[config.mk]
export PLATFORM = sky130hd
export DESIGN_NAME = aes_sbox_share_ctrl
export DESIGN_NICKNAME = d
export VERILOG_FILES = /design/src/rtl/aes_sbox_share_ctrl.sv
export SDC_FILE = /design/constraint.sdc
export NUM_CORES = 1
export LEC_CHECK = 0
export CORE_AREA = 2 2 212 214
export CTS_CLUSTER_SIZE = 12
export DETAILED_ROUTE_END_ITERATION = 6
export DIE_AREA = 0 0 214 216
export GPL_TIMING_DRIVEN = 0
export PLACE_DENSITY = 0.62
export SLEW_MARGIN = 20
export SYNTH_ARGS = -nofsm -noshare
export SYNTH_HDL_FRONTEND = slang
export SYNTH_SLANG_ARGS = --single-unit
[constraint.sdc]
create_clock -name clk -period 3 [get_ports clk]
set_input_delay 0.45 -clock clk [delete_from_list [all_inputs] [get_ports clk]]
set_output_delay 0.45 -clock clk [all_outputs]
set_load 0.02 [all_outputs]
[src/rtl/aes_sbox_share_ctrl.sv]
// Shares one external 32-bit word S-box between the round datapath (SubBytes on a
// 128-bit state, one word per cycle) and the key schedule (SubWord on one word).
module aes_sbox_share_ctrl #(
  parameter int unsigned ROUND_ROBIN = 0
) (
  input  logic         clk,
  input  logic         rst_n,
  input  logic         st_valid,
  output logic         st_ready,
  input  logic [127:0] st_data,
  output logic         st_out_valid,
  output logic [127:0] st_out,
  input  logic         key_valid,
  output logic         key_ready,
  input  logic [31:0]  key_word,
  output logic         key_out_valid,
  output logic [31:0]  key_out,
  output logic [31:0]  sbox_in,
  input  logic [31:0]  sbox_out
);

  localparam bit   RR        = (ROUND_ROBIN != 0);
  localparam logic GRANT_KEY = 1'b0;
  localparam logic GRANT_ST  = 1'b1;

  typedef enum logic [1:0] {
    IDLE    = 2'd0,
    ST_SUB  = 2'd1,
    KEY_SUB = 2'd2
  } state_e;

  state_e       state_q, state_d;
  logic [1:0]   cnt_q, cnt_d;
  logic         last_grant_q, last_grant_d;
  logic [127:0] st_buf_q, st_buf_d;
  logic [31:0]  key_buf_q, key_buf_d;
  logic [95:0]  st_acc_q, st_acc_d;
  logic [127:0] st_out_q, st_out_d;
  logic [31:0]  key_out_q, key_out_d;
  logic         st_out_valid_q, st_out_valid_d;
  logic         key_out_valid_q, key_out_valid_d;

  always_ff @(posedge clk or negedge rst_n) begin
    if (!rst_n) begin
      state_q         <= IDLE;
      cnt_q           <= 2'd0;
      last_grant_q    <= GRANT_ST;
      st_buf_q        <= '0;
      key_buf_q       <= '0;
      st_acc_q        <= '0;
      st_out_q        <= '0;
      key_out_q       <= '0;
      st_out_valid_q  <= 1'b0;
      key_out_valid_q <= 1'b0;
    end else begin
      state_q         <= state_d;
      cnt_q           <= cnt_d;
      last_grant_q    <= last_grant_d;
      st_buf_q        <= st_buf_d;
      key_buf_q       <= key_buf_d;
      st_acc_q        <= st_acc_d;
      st_out_q        <= st_out_d;
      key_out_q       <= key_out_d;
      st_out_valid_q  <= st_out_valid_d;
      key_out_valid_q <= key_out_valid_d;
    end
  end

  always_comb begin
    state_d         = state_q;
    cnt_d           = cnt_q;
    last_grant_d    = last_grant_q;
    st_buf_d        = st_buf_q;
    key_buf_d       = key_buf_q;
    st_acc_d        = st_acc_q;
    st_out_d        = st_out_q;
    key_out_d       = key_out_q;
    st_out_valid_d  = 1'b0;
    key_out_valid_d = 1'b0;
    st_ready        = 1'b0;
    key_ready       = 1'b0;
    sbox_in         = 32'h0;

    case (state_q)
      IDLE: begin
        // Readies look only at the other side's valid, so at most one handshake fires.
        st_ready  = !key_valid || (RR && (last_grant_q == GRANT_KEY));
        key_ready = !st_valid || !RR || (last_grant_q == GRANT_ST);
        if (key_valid && key_ready) begin
          key_buf_d    = key_word;
          last_grant_d = GRANT_KEY;
          state_d      = KEY_SUB;
        end else if (st_valid && st_ready) begin
          st_buf_d     = st_data;
          cnt_d        = 2'd0;
          last_grant_d = GRANT_ST;
          state_d      = ST_SUB;
        end
      end

      ST_SUB: begin
        cnt_d = cnt_q + 2'd1;
        case (cnt_q)
          2'd0: begin
            sbox_in         = st_buf_q[31:0];
            st_acc_d[31:0]  = sbox_out;
          end
          2'd1: begin
            sbox_in         = st_buf_q[63:32];
            st_acc_d[63:32] = sbox_out;
          end
          2'd2: begin
            sbox_in         = st_buf_q[95:64];
            st_acc_d[95:64] = sbox_out;
          end
          default: begin
            // Last word goes straight to the output so partial results never appear.
            sbox_in        = st_buf_q[127:96];
            st_out_d       = {sbox_out, st_acc_q};
            st_out_valid_d = 1'b1;
            state_d        = IDLE;
          end
        endcase
      end

      KEY_SUB: begin
        sbox_in         = key_buf_q;
        key_out_d       = sbox_out;
        key_out_valid_d = 1'b1;
        state_d         = IDLE;
      end

      default: begin
        state_d = IDLE;
        cnt_d   = 2'd0;
      end
    endcase
  end

  assign st_out        = st_out_q;
  assign key_out       = key_out_q;
  assign st_out_valid  = st_out_valid_q;
  assign key_out_valid = key_out_valid_q;

  // Invariants: completions never coincide, and contention never grants both sides.
  assert property (@(posedge clk) disable iff (!rst_n) !(st_out_valid && key_out_valid));
  assert property (@(posedge clk) disable iff (!rst_n)
                   !(st_valid && key_valid && st_ready && key_ready));

endmodule
# Yosys cells after proc, flatten, opt, wreduce, memory -nomap -nowiden
# Index checks and enable logic that the tools add are counted.
# op_classes
n_mux	14
n_addsub	1
multipliers	0
div_mod_pow	0
n_reduce_logical	13
n_shift	0
n_bitwise	3
n_lt_le_gt_ge	0
n_eq_ne	8
# op_table
operator	n
32-bit one-hot mux with 3 select lines	1
32-bit one-hot mux with 2 select lines	1
2-bit AND reduction	6
2-bit two-way mux	5
2-bit != test, second input constant	3
2-bit one-hot mux with 3 select lines	1
3-bit AND reduction	2
1-bit two-way mux	5
2-bit by 1-bit == test with 1-bit output, second input constant	2
2-bit == test, second input constant	2
2-bit logical NOT	2
2-bit one-hot mux with 2 select lines	1
3-bit != test, second input constant	1
1-bit inverter	3
3-bit OR reduction	1
2-bit by 1-bit adder with 2-bit output, second input constant	1
1-bit logical AND	1
1-bit logical NOT	1
# word_totals
rom_bits	0
mem_bits_rw	0
regBits	422
inputBits	196
n_memories	0
latch_bits	0

# Depth between registers and ports, before layout
# Gate-level depths: netlist (run 1).
# depth
ltp_word	5
ltp_mapped	7
mapped_depth_nobuf	5

# Worst setup path after synthesis (run 1)
# Ideal clock, no wire load.
# synth_timing
path_kind	reg-to-output
start	register cnt_q[0]
end	output port sbox_in[16]
path_stages_with_launch	8
path_buffers	2
arrival_time_ns	1.607
setup_slack_ns	0.943
cell_sequence	dfrtp_1 > inv_1 > ha_1 > clkbuf_1 > clkbuf_1 > a222oi_1 > mux2i_1 > a22o_1
# synth_via
elab_chain_cells	3
elab_cells_between_ends	5
classes_between	2 x eq/ne; 2 x mux; 1 x reduce/logical
# synth_lines
element	line	source
start, declared	33	logic [1:0] cnt_q, cnt_d;
start signal, assigned	57	cnt_q <= cnt_d;
2-bit == test (tied with other cells)	103	case (cnt_q)
32-bit one-hot mux with 3 select lines (*)	103	
32-bit one-hot mux with 2 select lines (*)	84	case (state_q)
end, declared	18	output logic [31:0] sbox_in,
# Mark *: on every way between the ends. The rest lies on a longest branch, timed or not.

# Final worst setup path (run 1)
# layout_timing
start	register cnt_q[0]
end	output port sbox_in[27]
# The elaborated chain is that of the path after synthesis.

==> results of run 1 <==
## worst max-delay path, cell delays in order (launching register included)
cell and delay [ns]:
dfrtp_1 0.41, buf_4 0.15, ha_4 0.18, buf_4 0.19, a222oi_1 0.43, mux2i_1 0.13
a22o_1 0.23, buf_2 0.16
## metal layers
| metal | routed length [um] | vias to the layer above | part of all wire [%] |
|---|---|---|---|
| met5 | 96 | - | 0.20 |
| met4 | 721 | 16 | 1.5 |
| met3 | 3660 | 65 | 7.7 |
| met2 | 23200 | 312 | 49 |
| met1 | 19800 | 5475 | 42 |
| li1 | - | 4727 | - |
## cells in the mapped netlist
cell and n:
a21oi_1 2, a222oi_1 32, a22o_1 32, and2_1 2, and2b_1 1, buf_2 36
buf_4 4, buf_6 14, clkbuf_1 14, dfrtp_1 422, ha_1 7, inv_1 38
mux2_1 10, mux2_2 296, mux2_4 110, mux2i_1 34, nand2_1 7, nand2_2 1
nand2b_1 1, nor2b_1 1, o21a_1 1, o21ai_0 1, o22ai_1 1
## sequential cells by signal, summed over array words and instances (netlist names)
register	flops
st_buf_q	128
st_acc_q	96
key_out_valid	1
state_q	2
cnt_q	2
st_out_valid	1
key_buf_q	32
st_out	128
key_out	32
## final cells by class
| type | count | area (um^2) |
|---|---|---|
| Buffer | 62 | 494 |
| Multi-Input combinational cell | 539 | 6270 |
| Antenna cell | 2 | 5.00 |
| Fill cell | 3634 | 20100 |
| Tap cell | 592 | 741 |
| Sequential cell | 422 | 10600 |
| Clock buffer | 68 | 1350 |
| Timing Repair Buffer | 399 | 3970 |
| Inverter | 38 | 143 |
| Clock inverter | 17 | 251 |
## placed cells by master, fill, tap and decap left out, types with 2 or more instances in the layout
cell             synthesis  final
a21oi_1                  2      2
a222oi_1                32     32
a22o_1                  32     32
and2_2                   0      2
buf_16                   0      5
buf_2                   36     35
buf_4                    4     15
buf_6                   14     17
bufinv_16                0      6
clkbuf_1                14     12
clkbuf_16                0     48
clkbuf_2                 0     13
clkbuf_4                 0      4
clkbuf_8                 0     11
clkdlybuf4s15_1          0      3
clkdlybuf4s15_2          0      5
clkdlybuf4s50_1          0    358
clkinv_2                 0      6
clkinvlp_4               0      2
dfrtp_1                422    422
diode_2                  0      2
ha_1                     7      3
ha_4                     0      4
inv_1                   38     36
inv_2                    0      2
inv_6                    0      3
mux2_1                  10     10
mux2_2                 296    296
mux2_4                 110    110
mux2i_1                 34     34
nand2_1                  7      7
## how the worst max path moves through the flow
stage / start / slack [ns] / end
2_1_floorplan: cnt_q[0] / 0.94 / sbox_in[16]
6_report: cnt_q[0] / 0.08 / sbox_in[27]
3_3_place_gp: rst_n / -17.41 / key_buf_q[10]
5_1_grt: cnt_q[1] / -0.04 / sbox_in[20]
3_5_place_dp: state_q[0] / -0.31 / sbox_in[16]
4_1_cts: cnt_q[1] / 0.0007 / sbox_in[0]
## cell families (layout without fill, tap and decap cells)
logic type / Yosys count / in the layout / share of synthesized area, %
AO/OA/AOI/OAI: 69 / 69 / 3.63
flip-flops: 422 / 422 / 60.9
other: 0 / 2 / 0
buffers and inverters: 106 / 584 / 3.25
multiplexers: 450 / 450 / 31.4
adder cells (fa/ha/maj): 7 / 7 / 0.505
AND/OR/NAND/NOR: 13 / 13 / 0.375
## timing repair
action,CTS,global route
endpoints found under the setup margin,32,26
gates resized for setup,116,34
pin swaps,18,15
hold endpoints to repair,48,0
hold buffers,1,0
setup buffers,2,0
## power by group through the flow
stage | Sequential (uW) | Clock (uW) | Combinational, uW
final | 9230 | 5930 | 7910
after CTS | 9230 | 6110 | 8070
after floorplan | 9610 | 0 | 4480
after global routing | 9510 | 6350 | 8420
after detailed placement | 9300 | 0 | 8040
after global placement | 9270 | 0 | 7880
## through the flow
stage                      TNS, ns  instances  power (uW)  hold WS [ns]  utilization, %
after floorplan                  0       1067       14100         0.154               -
after global placement    -7327.73       2050       17100         0.475            50.2
after detailed placement     -7.81       2055       17300         0.383            50.5
after CTS                        0       2137       23400         0.356            54.4
after global routing       -0.0872       2139       24300         0.394            54.3
final                            0       2139       23100         0.382            54.3
==> summary.txt, run 1 <==
Routed WL -> 47500 um
row count -> 77
unrepaired setup endpoints after global routing -> true
first-pass GRT wire length -> 71700 um
DR DRC count -> 0
Synth Instances -> 1067
Hold Path Class -> in -> async
Iter 0 DRT Violations -> 525
CTS Sinks -> 422
via count -> 10600
Hold Violations, Final -> 0
clk root buf -> clkbuf_16
final worst setup slack -> 0.0815 ns
measured slew at the worst slew-check pin -> 0.520 ns
Reg power frac -> 40.0%
Critical Path AT -> 2.47 ns
Critical Path Start Type -> flop
Power Internal -> 16100 uW
Comb power frac -> 34.3%
worst ir drop on vdd -> 0.502 mV
port bufs -> 391
CORE AREA -> 0.0438 mm^2
# setup viols final -> 0
busiest grt layer -> met2
Yosys top cell area share -> 60.9%
Die X -> 214 um
Die Height -> 216 um
design area -> 0.0238 mm^2
Area after DPL -> 0.0221 mm^2
critical path type -> reg -> out
Distinct cells, synth -> 23
GRT overflow -> 0
R2R setup slack -> 0.85 ns
worst reg2reg path depth -> 5
remaining antenna violation count after routing -> 0
crit-path max FO -> 10
HPWL after DPL -> 34200 um
placer's final routability congestion estimate -> 0.810
global-route usage over all layers -> 20.6%
CTS clk-pin slew, worst paths -> 0.06 ns
synth top area cells -> dfrtp_1 61%, mux2_2 19%, mux2_4 9.5%, mux2i_1 2.0%, a222oi_1 1.8%
R2R Path Start -> state_q[1]
die area -> 0.0462 mm^2
LEAKAGE -> 0.0108 uW
CTS tree -> done
routing usage on met2 -> 34.3%
initial antenna violation count -> 11
syn_nets -> 1270
Max Cap Violations -> 0
sequential share of the synthesized area -> 60.9%
CTS max path bufs -> 3
crit end category -> output port
boundary pin count -> 392
drt first pass iters -> 7
final worst clock skew -> 0.0128 ns
met3 Usage GRT -> 7.03%
Worst-Skew Late Latency -> 0.57 ns
routed vias/inst -> 4.95
layout cells sized above 1 -> 37.9%
P per Cell Area -> 970 mW/mm^2
Place WS -> -0.314 ns
switching pwr -> 6930 uW
number of global-route vias before repair -> 11400
r2r endpoint -> key_buf_q[21]
min Tclk post-route -> 2.92 ns
Wirelength per Cell -> 22.2 um
cell type with the largest total area after synthesis -> dfrtp_1
Slew Viols, Final -> 0
Synth Warn # -> 0
fmax -> 343 MHz
largest net degree at the start of global routing -> 98
required time of the critical path -> 2.55 ns
flops & latches, synth -> 422
P&R area growth vs syn -> 37.1%
status -> finished, final reports clean
total CTS buffers -> 47
Post-Syn Area per Cell -> 16.3 um^2
# nets final -> 1712
Mapped Area -> 0.0173 mm^2
slew margin rel. -> 65.3%
M1 GR Usage -> 25.7%
Period Utilization, post-route -> 97.3%
CTS H-tree depth -> 2
switching fraction of total power -> 30.0%
clock power share -> 25.7%
initial core utilization -> 39.6%
No activity file was read; power rests on OpenSTA's default activity.
==> inputs of run 2 (changes only) <==
--- a/config.mk
+++ b/config.mk
@@ -11,6 +11,7 @@
 export DIE_AREA = 0 0 214 216
 export GPL_TIMING_DRIVEN = 0
 export PLACE_DENSITY = 0.62
+export REMOVE_ABC_BUFFERS = 1
 export SLEW_MARGIN = 20
 export SYNTH_ARGS = -nofsm -noshare
 export SYNTH_HDL_FRONTEND = slang
==> constraint.sdc (replaced) <==
create_clock -name clk -period 3.5 [get_ports clk]
set_input_delay 0.525 -clock clk [delete_from_list [all_inputs] [get_ports clk]]
set_output_delay 0.525 -clock clk [all_outputs]
set_load 0.02 [all_outputs]
==> run 2 against run 1 <==
Clock skew rose by 0.00084 ns. Sequential cell count unchanged. Critical path type unchanged. Largest cell class unchanged. Clock power fell by 17%. Worst setup slack gained 0.073 ns. Cell count is 2.3% lower. Count of clock-buffer cells in the layout increased by 7. Sequential power decreased by 15%. Global-route usage is 2.0 points lower. Die area stayed put. Highest routed layer unchanged.
==> summary.txt, run 2 (same netlist as run 1, synthesis figures left out) <==
remaining antenna violation count after routing -> 0
placer's final routability congestion estimate -> 0.744
DR WL met3 -> 3540 um
CTS tree -> done
P per Cell Area -> 829 mW/mm^2
status -> finished, final reports clean
unrepaired setup endpoints after global routing -> false
Max Cap Violations -> 0
final worst clock skew -> 0.0136 ns
Ant. Diodes -> 0
CORE AREA -> 0.0438 mm^2
largest net degree at the start of global routing -> 100
Routed WL -> 42700 um
Die Height -> 216 um
routed metal-1 wirelength -> 18800 um
uppermost layer routed -> met5
LEAKAGE -> 0.0107 uW
Wirelength per Cell -> 20.5 um
number of global-route vias before repair -> 11000
# nets final -> 1666
Iter 0 DRT Violations -> 611
most common cell after layout, fill and taps aside -> dfrtp_1
total CTS buffers -> 47
layout cells sized above 1 -> 34.3%
Critical Path AT -> 2.82 ns
most frequent cells in the layout -> 420 x dfrtp_1, 389 x clkdlybuf4s50_1, 296 x mux2_2, 110 x mux2_4, 48 x clkbuf_16
Hold Violations, Final -> 0
# setup viols final -> 0
via count -> 10400
crit end category -> output port
DR DRC count -> 0
min Tclk post-route -> 3.34 ns
Final Util -> 54.1%
Worst-Skew Late Latency -> 0.57 ns
Slew Viols, Final -> 0
Die X -> 214 um
CTS max path bufs -> 3
row count -> 77
GRT overflow -> 0
P&R area growth vs syn -> 36.8%
clk root buf -> clkbuf_16
HPWL after DPL -> 28500 um
measured slew at the worst slew-check pin -> 0.644 ns
Placed Cells -> 1998
Hold Path Class -> reg -> reg
met2 WL -> 19700 um
CTS H-tree depth -> 2
CTS Sinks -> 422
routed vias/inst -> 4.98
Layout Cells excl Fill -> 2089
drt first pass iters -> 5
critical path type -> reg -> out
global-route usage over all layers -> 18.5%
required time of the critical path -> 2.97 ns
slew margin rel. -> 56.9%
crit-path max FO -> 25
initial antenna violation count -> 6
initial core utilization -> 39.6%
fmax -> 299 MHz
worst ir drop on vdd -> 0.396 mV
port bufs -> 391
Critical Path Start Type -> flop
Period Utilization, post-route -> 95.6%
CTS clk-pin slew, worst paths -> 0.06 ns
first-pass GRT wire length -> 66700 um
setup TNS -> 0 ns
boundary pin count -> 392
die area -> 0.0462 mm^2
==> run 2: report_power, final <==
| part | switching [uW] | total, uW | internal, uW |
|---|---|---|---|
| Combinational | 2850 | 6840 | 3990 |
| Clock | 1950 | 4940 | 2990 |
| Sequential | 1010 | 7890 | 6870 |
| Total | 5810 | 19700 | 13900 |
==> run 2: routing by layer <==
metal / up-vias / global-route usage, %
li1: 4647 / -
met1: 5376 / 24.7
met2: 310 / 28.9
met3: 57 / 6.98
met4: 10 / 3.82
met5: - / 0
==> run 2: per-stage QoR <==
step / setup slack [ns] / total power (uW) / instance area, um^2 / hold slack, ns
global placement: -16.82 / 14800 / 21600 / 0.474
finish: 0.155 / 19700 / 23700 / 0.491
global route: 0.0195 / 20800 / 23700 / 0.510
CTS: 0.00579 / 19900 / 23700 / 0.485
detailed placement: 0.459 / 14800 / 22000 / 0.487
floorplan: -2.33 / 12100 / 16900 / 0.229
==> run 2: worst paths after layout <==
kind,depth (start not counted),to,slack (ns),start
max,6,sbox_in[1],0.16,state_q[1]
min,1,st_out[58],0.49,st_acc_q[58]
max reg2reg,7,st_buf_q[86],0.95,state_q[0]
min reg2reg,1,st_out[58],0.49,st_acc_q[58]
max in group asynchronous,4,st_buf_q[124],1.56,rst_n
min in group asynchronous,2,st_out[99],0.54,rst_n
==> run 2: what timing repair did <==
action | in CTS | in global routing
buffers inserted | 0 | 7
gates resized for setup | 9 | 1
endpoints found under the setup margin | 32 | 21
pin swaps | 2 | 3
hold buffers | 1 | 0
hold endpoints to repair | 74 | 0
==> run 2: final cells by class <==
class	instances	area (um^2)
Clock inverter	8	133
Sequential cell	422	10600
Multi-Input combinational cell	539	6340
Clock buffer	75	1420
Fill cell	3674	20100
Timing Repair Buffer	415	4380
Tap cell	592	741
Inverter	38	143
==> run 2: worst max-delay path: stages (launching register included) <==
cell	delay, ns
dfrtp_1	0.40
inv_1	0.11
ha_2	0.39
and2_4	0.32
buf_12	0.21
a22o_1	0.16
clkdlybuf4s50_1	0.64
